`config.mk`:
```
export PLATFORM = sky130hd
export DESIGN_NAME = seg7_scan_capture_flat
export DESIGN_NICKNAME = d
export VERILOG_FILES = /design/src/rtl/seg7_pkg.sv /design/src/rtl/seg7_scan_capture_if.sv /design/src/rtl/seg7_pattern_decode.sv /design/src/rtl/seg7_scan_capture.sv /design/src/flat_wrapper.sv
export SDC_FILE = /design/constraint.sdc
export NUM_CORES = 1
export LEC_CHECK = 0
export BUFFER_PORTS_ARGS = -buffer_cell sky130_fd_sc_hd__buf_2
export CORE_MARGIN = 2
export CORE_UTILIZATION = 59
export CTS_BUF_LIST = sky130_fd_sc_hd__clkbuf_16
export CTS_CLUSTER_DIAMETER = 200
export DETAILED_ROUTE_END_ITERATION = 6
export GPL_TIMING_DRIVEN = 0
export PLACE_DENSITY = 0.86
export RECOVER_POWER = 50
export SYNTH_ARGS = -nofsm -noshare
export SYNTH_HDL_FRONTEND = slang
export SYNTH_SLANG_ARGS = --single-unit
```
`constraint.sdc`:
```
create_clock -name clk -period 6 [get_ports clk]
set_input_delay 0.6 -clock clk [delete_from_list [all_inputs] [get_ports clk]]
set_output_delay 0.6 -clock clk [all_outputs]
set_load 0.02 [all_outputs]
```
`src/rtl/seg7_pkg.sv`:
```
// Shared constants and types for the seven-segment scan capture block.
// Segment patterns are active-low, bit0 = segment a through bit6 = segment g.
package seg7_pkg;

    localparam logic [6:0] SEG_0     = 7'b1000000;
    localparam logic [6:0] SEG_1     = 7'b1111001;
    localparam logic [6:0] SEG_2     = 7'b0100100;
    localparam logic [6:0] SEG_3     = 7'b0110000;
    localparam logic [6:0] SEG_4     = 7'b0011001;
    localparam logic [6:0] SEG_5     = 7'b0010010;
    localparam logic [6:0] SEG_6     = 7'b0000010;
    localparam logic [6:0] SEG_7     = 7'b1111000;
    localparam logic [6:0] SEG_8     = 7'b0000000;
    localparam logic [6:0] SEG_9     = 7'b0010000;
    localparam logic [6:0] SEG_BLANK = 7'b1111111;

    localparam logic [3:0] NIB_ERR   = 4'hE;
    localparam logic [3:0] NIB_BLANK = 4'hF;

    typedef enum logic {
        COLLECT = 1'b0,
        PRESENT = 1'b1
    } state_e;

endpackage

```
`src/rtl/seg7_scan_capture_if.sv`:
```
// Frame output channel: valid/ready handshake carrying one decoded display frame.
interface seg7_scan_capture_if #(
    parameter int unsigned NUM_DIGITS = 8
) ();

    logic                    out_valid;
    logic                    out_ready;
    logic [4*NUM_DIGITS-1:0] out_digits;
    logic [NUM_DIGITS-1:0]   out_blank;
    logic [NUM_DIGITS-1:0]   out_err;
    logic                    out_overrun;

    modport master (
        output out_valid,
        output out_digits,
        output out_blank,
        output out_err,
        output out_overrun,
        input  out_ready
    );

    modport slave (
        input  out_valid,
        input  out_digits,
        input  out_blank,
        input  out_err,
        input  out_overrun,
        output out_ready
    );

endinterface

```
`src/rtl/seg7_pattern_decode.sv`:
```
// Combinational segment-pattern decoder: digits 0..9, blank (0xF) or error (0xE).
module seg7_pattern_decode
    import seg7_pkg::*;
(
    input  logic [6:0] seg_n_i,
    output logic [3:0] nib_o,
    output logic       blank_o,
    output logic       err_o
);

    always_comb begin
        nib_o   = NIB_ERR;
        blank_o = 1'b0;
        err_o   = 1'b0;
        case (seg_n_i)
            SEG_0:     nib_o = 4'd0;
            SEG_1:     nib_o = 4'd1;
            SEG_2:     nib_o = 4'd2;
            SEG_3:     nib_o = 4'd3;
            SEG_4:     nib_o = 4'd4;
            SEG_5:     nib_o = 4'd5;
            SEG_6:     nib_o = 4'd6;
            SEG_7:     nib_o = 4'd7;
            SEG_8:     nib_o = 4'd8;
            SEG_9:     nib_o = 4'd9;
            SEG_BLANK: begin
                nib_o   = NIB_BLANK;
                blank_o = 1'b1;
            end
            default:   err_o = 1'b1;
        endcase
    end

endmodule

```
`src/rtl/seg7_scan_capture.sv`:
```
// Watches a multiplexed 7-segment display, accepts each digit once it is stable,
// and presents complete frames on a valid/ready channel with overrun flagging.
module seg7_scan_capture
    import seg7_pkg::*;
#(
    parameter int unsigned NUM_DIGITS    = 8,
    parameter int unsigned STABLE_CYCLES = 4
) (
    input  logic                  clk,
    input  logic                  rst_n,
    input  logic [NUM_DIGITS-1:0] an_n,
    input  logic [6:0]            seg_n,
    seg7_scan_capture_if.master   out_if
);

    localparam logic [7:0] SAT_CNT = 8'(STABLE_CYCLES);
    localparam logic [7:0] ACC_CNT = 8'(STABLE_CYCLES - 2);

    logic [NUM_DIGITS-1:0]   an_q, prev_an_q;
    logic [6:0]              seg_q, prev_seg_q;
    logic [7:0]              cnt_q, cnt_d;
    logic [NUM_DIGITS-1:0]   seen_q, seen_d;
    logic [4*NUM_DIGITS-1:0] work_nib_q, work_nib_d;
    logic [NUM_DIGITS-1:0]   work_blank_q, work_blank_d;
    logic [NUM_DIGITS-1:0]   work_err_q, work_err_d;
    state_e                  state_q, state_d;
    logic [4*NUM_DIGITS-1:0] out_digits_q, out_digits_d;
    logic [NUM_DIGITS-1:0]   out_blank_q, out_blank_d;
    logic [NUM_DIGITS-1:0]   out_err_q, out_err_d;
    logic                    overrun_q, overrun_d;

    logic [NUM_DIGITS-1:0]   pick;
    logic                    onehot;
    logic                    same;
    logic                    accept;
    logic                    frame_done;
    logic                    load;
    logic [3:0]              dec_nib;
    logic                    dec_blank;
    logic                    dec_err;

    seg7_pattern_decode u_decode (
        .seg_n_i (seg_q),
        .nib_o   (dec_nib),
        .blank_o (dec_blank),
        .err_o   (dec_err)
    );

    // Stability tracking compares the sampled pair against the one sampled a clock earlier.
    always_comb begin
        pick   = ~an_q;
        onehot = ($countones(pick) == 1);
        same   = (an_q == prev_an_q) && (seg_q == prev_seg_q);
        accept = onehot && same && (cnt_q == ACC_CNT);

        cnt_d = cnt_q;
        if (!onehot || !same) begin
            cnt_d = '0;
        end else if (cnt_q < SAT_CNT) begin
            cnt_d = cnt_q + 8'd1;
        end
    end

    // The accepting write is folded into the _d slots so a completing frame loads it too.
    always_comb begin
        seen_d       = seen_q;
        work_nib_d   = work_nib_q;
        work_blank_d = work_blank_q;
        work_err_d   = work_err_q;
        if (accept) begin
            seen_d = seen_q | pick;
            for (int unsigned i = 0; i < NUM_DIGITS; i++) begin
                if (pick[i]) begin
                    work_nib_d[i*4 +: 4] = dec_nib;
                    work_blank_d[i]      = dec_blank;
                    work_err_d[i]        = dec_err;
                end
            end
        end
        frame_done = accept && (&seen_d);
        if (frame_done) begin
            seen_d = '0;
        end
    end

    always_comb begin
        state_d   = state_q;
        overrun_d = overrun_q;
        load      = 1'b0;
        case (state_q)
            COLLECT: begin
                if (frame_done) begin
                    state_d = PRESENT;
                    load    = 1'b1;
                end
            end
            PRESENT: begin
                if (out_if.out_ready) begin
                    overrun_d = 1'b0;
                    if (frame_done) begin
                        load = 1'b1;
                    end else begin
                        state_d = COLLECT;
                    end
                end else if (frame_done) begin
                    overrun_d = 1'b1;
                end
            end
            default: state_d = COLLECT;
        endcase

        out_digits_d = load ? work_nib_d   : out_digits_q;
        out_blank_d  = load ? work_blank_d : out_blank_q;
        out_err_d    = load ? work_err_d   : out_err_q;
    end

    always_ff @(posedge clk or negedge rst_n) begin
        if (!rst_n) begin
            an_q         <= '1;
            seg_q        <= '1;
            prev_an_q    <= '1;
            prev_seg_q   <= '1;
            cnt_q        <= '0;
            seen_q       <= '0;
            work_nib_q   <= '0;
            work_blank_q <= '0;
            work_err_q   <= '0;
            state_q      <= COLLECT;
            out_digits_q <= '0;
            out_blank_q  <= '0;
            out_err_q    <= '0;
            overrun_q    <= 1'b0;
        end else begin
            an_q         <= an_n;
            seg_q        <= seg_n;
            prev_an_q    <= an_q;
            prev_seg_q   <= seg_q;
            cnt_q        <= cnt_d;
            seen_q       <= seen_d;
            work_nib_q   <= work_nib_d;
            work_blank_q <= work_blank_d;
            work_err_q   <= work_err_d;
            state_q      <= state_d;
            out_digits_q <= out_digits_d;
            out_blank_q  <= out_blank_d;
            out_err_q    <= out_err_d;
            overrun_q    <= overrun_d;
        end
    end

    assign out_if.out_valid   = (state_q == PRESENT);
    assign out_if.out_digits  = out_digits_q;
    assign out_if.out_blank   = out_blank_q;
    assign out_if.out_err     = out_err_q;
    assign out_if.out_overrun = overrun_q;

endmodule

```
`src/flat_wrapper.sv`:
```
// flat-port wrapper written by rule: the top's interface ports become plain ports
module seg7_scan_capture_flat import seg7_pkg::*;
#(
    parameter int unsigned NUM_DIGITS    = 8,
    parameter int unsigned STABLE_CYCLES = 4
)
  (clk, rst_n, an_n, seg_n, out_if_out_valid, out_if_out_digits, out_if_out_blank, out_if_out_err, out_if_out_overrun, out_if_out_ready);
  seg7_scan_capture_if #(.NUM_DIGITS(NUM_DIGITS)) out_if_i ();
  input  logic clk;
  input  logic rst_n;
  input  logic [NUM_DIGITS-1:0] an_n;
  input  logic [6:0] seg_n;
  output wire logic [$bits(out_if_i.out_valid)-1:0] out_if_out_valid;
  output wire logic [$bits(out_if_i.out_digits)-1:0] out_if_out_digits;
  output wire logic [$bits(out_if_i.out_blank)-1:0] out_if_out_blank;
  output wire logic [$bits(out_if_i.out_err)-1:0] out_if_out_err;
  output wire logic [$bits(out_if_i.out_overrun)-1:0] out_if_out_overrun;
  input wire logic [$bits(out_if_i.out_ready)-1:0] out_if_out_ready;
  assign out_if_out_valid = out_if_i.out_valid;
  assign out_if_out_digits = out_if_i.out_digits;
  assign out_if_out_blank = out_if_i.out_blank;
  assign out_if_out_err = out_if_i.out_err;
  assign out_if_out_overrun = out_if_i.out_overrun;
  assign out_if_i.out_ready = out_if_out_ready;
  seg7_scan_capture #(.NUM_DIGITS(NUM_DIGITS), .STABLE_CYCLES(STABLE_CYCLES)) u_core (.clk(clk), .rst_n(rst_n), .an_n(an_n), .seg_n(seg_n), .out_if(out_if_i));
endmodule
```
==> impl_metrics.ini, run 1 <==
[outcome]
status = complete, but fails checks
violations = DRC, capacitance limit, slew limit

[finish]
finalInstanceArea_um2 = 7680
area_growth_pct = 17.6
final_net_count = 751
drive_gt1_frac = 0.200
num_antenna_cells = 0
nFillCells = 778

[setup_path]
worstPathArrival_ns = 5.80
reg2reg_from = u_core.an_q[0]
rr_endpoint = u_core.out_if.out_digits[27]
cp.required_ns = 6.34
worstRegToRegCells = 15
worstSetupStartpointType = flip-flop
worstSetupEndpointType = flip-flop
setup.worst_path.class = flip-flop to flip-flop
reg2reg_setup_slack_ns = 0.54
timing.critical_path.fanout_max = 10

[detailed_routing]
viasPerCell = 6.51
first_pass_iters = 7
drt_iter0_drc = 633
wl_per_cell_um = 21.2
drt-total-wl_um = 18500
drc = 7
vias = 5691
route.antenna.remaining_nets = 0

[global_routing]
grt_first_pass_wirelength_um = 29100
gr-total-overflow = 0
antenna_found_initial = 0
grt_start_max_net_pins = 76
first_global_vias = 5655
groute.usage.overall = 0.331

[floorplanning]
placementRows = 38
die-area_um2 = 11900
core-area_um2 = 10800
die_boundary_height_um = 109
io-pin-count = 68
effective_utilization_at_floorplan = 0.602
die_x_um = 109

[power_and_ir_drop]
power.static_leakage_uw = 0.00351
peakVddDrop_v = 0.000233
pwr_density_cell_nw_per_um2 = 289

[timing]
final-max-slew-violation-count = 147
setup_viol_count_final = 0
rsz_0062_raised_after_global_routing = false
clock-skew-final_ns = 0.00785
fmax_mhz = 183
worst_slew_pin_slew_ns = 3.49
hold_viol = 0
min_period_ns = 5.46
relSlewSlack = -1.33
layout_worst_path_cycle_share = 0.910
fin_setup_tns_ns = 0

[worst_hold_path]
hold-path-endpoint = u_core.seg_q[6]
hp-class = input port to flip-flop
holdPathStages = 1
worstHoldStart = seg_n[6]

[place]
gp_routability_congestion = 0.951
buffer_ports.inserted = 67
placement.cell_area_um2 = 7080
dpl.hpwl_um = 12700

[clock_network]
htreeDepth = 4
ctsResizeCount = 0
cts_tree = done
clock_pin_slew_of_the_registers_on_the_worst_case_setup_and_hold_paths_ns = 0.06
worst_skew_pair.late_latency_ns = 0.43
cts_made_buffers = 17
cts_num_sinks = 144
clockBufferDepth = 2
cts_hold_buffers = 0
clockRootBuffer = sky130_fd_sc_hd__clkbuf_16
cts.repair_timing.setup_buffer_count = 0

[synthesis]
synthesis.instances = 634
synth_cell_type_count = 51
syn-num-nets = 664
share_of_synthesized_registers_carrying_an_async_set_or_reset = 1.00
post_synthesis_sequential_area_ratio = 0.557
syn_area_um2 = 6530
netlist.top_cell.by_area = sky130_fd_sc_hd__dfrtp_1
synth_top_cells_by_area = sky130_fd_sc_hd__dfrtp_1 (44%), sky130_fd_sc_hd__dfstp_2 (12%), sky130_fd_sc_hd__o21ai_0 (5.6%), sky130_fd_sc_hd__o31ai_1 (2.8%), sky130_fd_sc_hd__a21oi_1 (2.7%)
syn_avg_cell_area_um2 = 10.3
synth_enable_flop_cells = 0
yosysWarnings = 0
synth_top_flop_cell = sky130_fd_sc_hd__dfrtp_1
ys_ff_latch = 144
netlist.area_leader.share = 0.437

[flow_run]
max_cap_viol_count = 2
cells in the mapped netlist (2+ instances only):
cell                        count
sky130_fd_sc_hd__o21ai_0       73
sky130_fd_sc_hd__buf_6          3
sky130_fd_sc_hd__mux2_2         8
sky130_fd_sc_hd__ha_1           8
sky130_fd_sc_hd__nand2b_1       9
sky130_fd_sc_hd__a21oi_1       35
sky130_fd_sc_hd__nor4_1         3
sky130_fd_sc_hd__a2bb2oi_1      8
sky130_fd_sc_hd__and4_1         5
sky130_fd_sc_hd__clkbuf_1      35
sky130_fd_sc_hd__nand2_1       45
sky130_fd_sc_hd__buf_2         10
sky130_fd_sc_hd__inv_1         18
sky130_fd_sc_hd__nor2_1        31
sky130_fd_sc_hd__o211ai_1       8
sky130_fd_sc_hd__a31oi_1       26
sky130_fd_sc_hd__xnor2_1       16
sky130_fd_sc_hd__fa_1           4
sky130_fd_sc_hd__o21ai_1        2
sky130_fd_sc_hd__nor3_1        33
sky130_fd_sc_hd__nand2_2        2
sky130_fd_sc_hd__or4_1          2
sky130_fd_sc_hd__or3_1          2
sky130_fd_sc_hd__nand4_1        5
sky130_fd_sc_hd__dfrtp_1      114
sky130_fd_sc_hd__nand3_1       30
sky130_fd_sc_hd__o2111ai_1      2
sky130_fd_sc_hd__o31ai_1       24
sky130_fd_sc_hd__and2_1         6
sky130_fd_sc_hd__and3_1         9
sky130_fd_sc_hd__dfstp_2       30
sky130_fd_sc_hd__o2bb2ai_1      8
sky130_fd_sc_hd__nor4_4         2
report_power, final:
| group | internal (µW) | switching [µW] | leakage [µW] | total, µW |
|---|---|---|---|---|
| Clock | 720 | 401 | 0.000323 | 1120 |
| Sequential | 989 | 12.9 | 0.00186 | 1000 |
| Combinational | 31.5 | 66.7 | 0.00133 | 98.2 |
worst max-delay path, cell delays in order (launching register included):
cell and delay (ns):
sky130_fd_sc_hd__dfstp_1 0.64, sky130_fd_sc_hd__inv_1 0.20, sky130_fd_sc_hd__ha_1 0.27, sky130_fd_sc_hd__fa_1 0.54, sky130_fd_sc_hd__inv_1 0.06, sky130_fd_sc_hd__fa_1 0.54, sky130_fd_sc_hd__inv_1 0.05, sky130_fd_sc_hd__ha_1 0.20
sky130_fd_sc_hd__fa_1 0.44, sky130_fd_sc_hd__nor4b_1 0.46, sky130_fd_sc_hd__nand4_1 0.22, sky130_fd_sc_hd__nor4_1 0.72, sky130_fd_sc_hd__buf_2 0.38, sky130_fd_sc_hd__buf_2 0.27, sky130_fd_sc_hd__o211ai_1 0.14, sky130_fd_sc_hd__o2bb2ai_1 0.22
cell usage in the layout (no fill, tap or decap), types with 21 or more instances in the layout:
cell type / n
sky130_fd_sc_hd__o31ai_1: 24
sky130_fd_sc_hd__a31oi_1: 26
sky130_fd_sc_hd__o21ai_0: 73
sky130_fd_sc_hd__dfstp_2: 21
sky130_fd_sc_hd__nor2_1: 31
sky130_fd_sc_hd__buf_2: 76
sky130_fd_sc_hd__clkbuf_1: 36
sky130_fd_sc_hd__nor3_1: 33
sky130_fd_sc_hd__nand3_1: 30
sky130_fd_sc_hd__nand2_1: 45
sky130_fd_sc_hd__a21oi_1: 35
sky130_fd_sc_hd__dfrtp_1: 114
metal layers:
layer  share of wire  vias up  wire length, µm  global-route usage
li1                -     2467                -                   -
met4           0.049        0              908               0.191
met2            0.46      369             8520               0.500
met5               0        -                0                   0
met3           0.097       90             1790              0.0915
met1            0.40     2765             7320               0.430
state kept, by name (all words and copies together), names as in the netlist, 8 cells and up:
| signal | cells |
|---|---|
| u_core.work_nib_q | 32 |
| u_core.seen_q | 8 |
| u_core.out_if.out_err | 8 |
| u_core.cnt_q | 8 |
| u_core.an_q | 8 |
| u_core.work_err_q | 8 |
| u_core.work_blank_q | 8 |
| u_core.out_if.out_digits | 32 |
| u_core.out_if.out_blank | 8 |
| u_core.prev_an_q | 8 |
worst max-delay path by stage:
stage / from / endpoint / slack [ns]
6_report: u_core.an_q[0] / u_core.out_if.out_digits[27] / 0.54
5_1_grt: u_core.an_q[4] / u_core.seen_q[6] / 0.17
4_1_cts: u_core.an_q[2] / u_core.out_if.out_digits[27] / 0.70
3_5_place_dp: u_core.an_q[2] / u_core.out_if.out_digits[27] / 0.74
3_3_place_gp: u_core.an_q[2] / u_core.seen_q[6] / 0.96
2_1_floorplan: u_core.an_q[0] / u_core.work_err_q[0] / 1.78
area by class of cell:
| class | count | area, µm² | area share |
|---|---|---|---|
| multi-input combinational | 423 | 2600 | 0.339 |
| clock inverter | 12 | 133 | 0.0173 |
| sequential | 144 | 3640 | 0.474 |
| inverter | 18 | 67.6 | 0.00880 |
| clock buffer | 20 | 500 | 0.0652 |
| buffer | 49 | 219 | 0.0285 |
| tap | 140 | 175 | 0.0228 |
| timing repair buffer | 68 | 339 | 0.0442 |
per-stage QoR:
step / hold WS, ns / instances / power [µW] / setup WS [ns] / utilization
floorplan: 0.304 / 634 / 1070 / 1.78 / -
global placement: 0.354 / 841 / 1110 / 0.961 / 0.650
detailed placement: 0.355 / 842 / 1120 / 0.740 / 0.653
CTS: 0.196 / 874 / 2230 / 0.700 / 0.711
global route: 0.264 / 874 / 2280 / 0.173 / 0.708
finish: 0.269 / 874 / 2220 / 0.539 / 0.708
logic make-up (layout without fill, tap and decap cells):
group | count (synthesis) | count (layout) | synth area share
AO/OA/AOI/OAI | 193 | 193 | 0.180
XOR/XNOR | 17 | 17 | 0.0228
adder cells (fa/ha/maj) | 12 | 12 | 0.0276
buffers and inverters | 67 | 167 | 0.0439
flip-flops | 144 | 144 | 0.557
multiplexers | 8 | 8 | 0.0138
AND/OR/NAND/NOR | 193 | 193 | 0.155
Note: power is estimated with default switching activity, not from simulation.
==> run 2, diff against run 1 <==
Settings changed: ABC_AREA set to 1, CORE_UTILIZATION 59 to 63, CTS_BUF_LIST sky130_fd_sc_hd__clkbuf_16 to not set, PLACE_DENSITY 0.86 to 0.91.
Clock period 6 ns to 6.93 ns, I/O delays scaled along.
==> impl_metrics.ini, run 2 <==
[place]
gp_routability_congestion = 0.907
placement.cell_area_um2 = 6780
dp.cells = 891
dpl.hpwl_um = 9460
buffer_ports.inserted = 67

[setup_path]
path_delay_family = adder cells
path_buf_inv = 5
cpMostUsedCell = sky130_fd_sc_hd__nand2_1
setup.worst_path.class = flip-flop to flip-flop
cp.required_ns = 7.35
timing.critical_path.fanout_max = 10
critical-path-max-stage-delay_ns = 0.58
worstPathArrival_ns = 5.35
slowest_stage = sky130_fd_sc_hd__dfstp_1
worstSetupStartpointType = flip-flop
chain_of_cells_forming_the_critical_path = inv_1, ha_1, fa_1, inv_1, fa_1, inv_1, ha_1, fa_1, nor2_1, nand2_1, nor2_1, nand2_2, nor2_8, nand4_2, nand2_1, inv_2, nor2_4, nand4_1, clkbuf_1, nand2_1, nand2_1
worstSetupEndpointType = flip-flop

[timing]
min_period_ns = 4.93
clock-skew-final_ns = 0.00881
setup_viol_count_final = 0
hold_viol = 0
fmax_mhz = 203
relSlewSlack = -0.724
rsz_0062_raised_after_global_routing = false
final-max-slew-violation-count = 147
fin_setup_tns_ns = 0
worst_slew_pin_slew_ns = 2.59
layout_worst_path_cycle_share = 0.712

[floorplanning]
core-area_um2 = 9680
effective_utilization_at_floorplan = 0.645
die-area_um2 = 10700
die_boundary_height_um = 104
placementRows = 36
io-pin-count = 68
die_x_um = 104

[power_and_ir_drop]
power.static_leakage_uw = 0.00408
pwr_density_cell_nw_per_um2 = 255
peakVddDrop_v = 0.000150

[worst_hold_path]
hp-class = input port to flip-flop

[synthesis]
post_synthesis_sequential_area_ratio = 0.583
share_of_synthesized_registers_carrying_an_async_set_or_reset = 1.00
netlist.top_cell.by_area = sky130_fd_sc_hd__dfrtp_1
yosysWarnings = 0
synth_top_cells_by_area = sky130_fd_sc_hd__dfrtp_1 (46%), sky130_fd_sc_hd__dfstp_2 (13%), sky130_fd_sc_hd__nand2_1 (9.9%), sky130_fd_sc_hd__nor2_1 (9.3%), sky130_fd_sc_hd__nand4_1 (5.3%)
synth_enable_flop_cells = 0
netlist.area_leader.share = 0.457
synth_cell_type_count = 34
ys_ff_latch = 144
synth.most_common_cell = sky130_fd_sc_hd__nand2_1
post_synth_most_frequent_cells = sky130_fd_sc_hd__nand2_1 (164), sky130_fd_sc_hd__nor2_1 (154), sky130_fd_sc_hd__dfrtp_1 (114)
syn_avg_cell_area_um2 = 9.05
synthesis.instances = 690
syn-num-nets = 720
syn_area_um2 = 6240
synth_top_flop_cell = sky130_fd_sc_hd__dfrtp_1

[detailed_routing]
first_pass_iters = 6
vias = 5167
drt_iter0_drc = 481
viasPerCell = 5.60
drc = 0
drt-total-wl_um = 14600
route.antenna.remaining_nets = 0
wl_per_cell_um = 15.9

[finish]
finalInstanceArea_um2 = 7360
mostFrequentLayoutCells = sky130_fd_sc_hd__nand2_1 (164), sky130_fd_sc_hd__nor2_1 (154), sky130_fd_sc_hd__dfrtp_1 (114)
layout.cells.most_common = sky130_fd_sc_hd__nand2_1
area_growth_pct = 17.9
num_antenna_cells = 0
stdcell_count = 922
post-route-util = 0.760
final_net_count = 808
drive_gt1_frac = 0.191

[clock_network]
worst_skew_pair.late_latency_ns = 0.54
cts_tree = done
clockBufferDepth = 2
cts_num_sinks = 144
clock_pin_slew_of_the_registers_on_the_worst_case_setup_and_hold_paths_ns = 0.06
cts_hold_buffers = 0
ctsResizeCount = 0
htreeDepth = 4
clockRootBuffer = sky130_fd_sc_hd__clkbuf_8
cts.repair_timing.setup_buffer_count = 0
cts_made_buffers = 17

[global_routing]
gr-total-overflow = 0
antenna_found_initial = 0
grt_first_pass_wirelength_um = 24400
groute.usage.overall = 0.287
grt_start_max_net_pins = 111
first_global_vias = 5192

[outcome]
violations = capacitance limit, slew limit
status = complete, but fails checks

[flow_run]
max_cap_viol_count = 2
run 2: changes by cell type after synthesis, moves of 24 or more:
cell | before | now
sky130_fd_sc_hd__nor2_1 | 31 | 154
sky130_fd_sc_hd__nand2_1 | 45 | 164
sky130_fd_sc_hd__o21ai_0 | 73 | 1
sky130_fd_sc_hd__nand4_1 | 5 | 53
sky130_fd_sc_hd__inv_1 | 18 | 61
sky130_fd_sc_hd__clkbuf_1 | 35 | 8
sky130_fd_sc_hd__a31oi_1 | 26 | 0
sky130_fd_sc_hd__nor3_1 | 33 | 9
sky130_fd_sc_hd__o31ai_1 | 24 | 0
run 2: layout make-up:
| type | count | area (µm²) |
|---|---|---|
| buffer | 21 | 126 |
| clock buffer | 20 | 445 |
| clock inverter | 10 | 161 |
| fill | 589 | 2320 |
| inverter | 73 | 274 |
| multi-input combinational | 452 | 2200 |
| sequential | 144 | 3640 |
| tap | 133 | 166 |
| timing repair buffer | 69 | 344 |
run 2: routing by layer:
metal,wire [µm],part of all wire,vias to the layer above,track usage
met3,916,0.063,40,0.0642
met2,7420,0.51,207,0.482
met5,0,0,-,0
met1,5920,0.40,2563,0.364
met4,363,0.025,0,0.117
li1,-,-,2357,-
run 2: cell families after synthesis:
group	share of synthesized area
and+or+nand+nor	0.298
DFF	0.583
xor gates and xnor gates	0.00561
adders and majority gates	0.0289
AOI/OAI and AO/OA	0.0204
buffers and inverters	0.0641
run 2: path summary, 6_finish.rpt:
check | start | end | slack (ns) | depth (start not counted)
min in group asynchronous | rst_n | u_core.out_if.out_digits[5] | 0.60 | 1
setup / recovery | u_core.an_q[0] | u_core.out_if.out_blank[3] | 2.00 | 21
max in group asynchronous | rst_n | u_core.out_if.out_err[2] | 3.05 | 2
setup reg to reg | u_core.an_q[0] | u_core.out_if.out_blank[3] | 2.00 | 21
hold reg to reg | u_core.an_q[5] | u_core.prev_an_q[5] | 0.39 | 0
hold / removal | seg_n[5] | u_core.seg_q[5] | 0.26 | 1
run 2: power breakdown:
group	switching [µW]	total (µW)	internal, µW
logic	56.4	80.4	23.9
clock network	333	932	599
registers	9.06	865	856
total	399	1880	1480
run 2: through the flow:
| step | power, µW | hold WS [ns] | setup slack [ns] |
|---|---|---|---|
| 2_1_floorplan | 924 | 0.367 | 2.72 |
| 3_5_place_dp | 963 | 0.372 | 2.16 |
| 5_1_grt | 1930 | 0.251 | 1.71 |
| 3_3_place_gp | 954 | 0.369 | 2.24 |
| 6_report | 1880 | 0.262 | 2.00 |
| 4_1_cts | 1890 | 0.0503 | 2.09 |
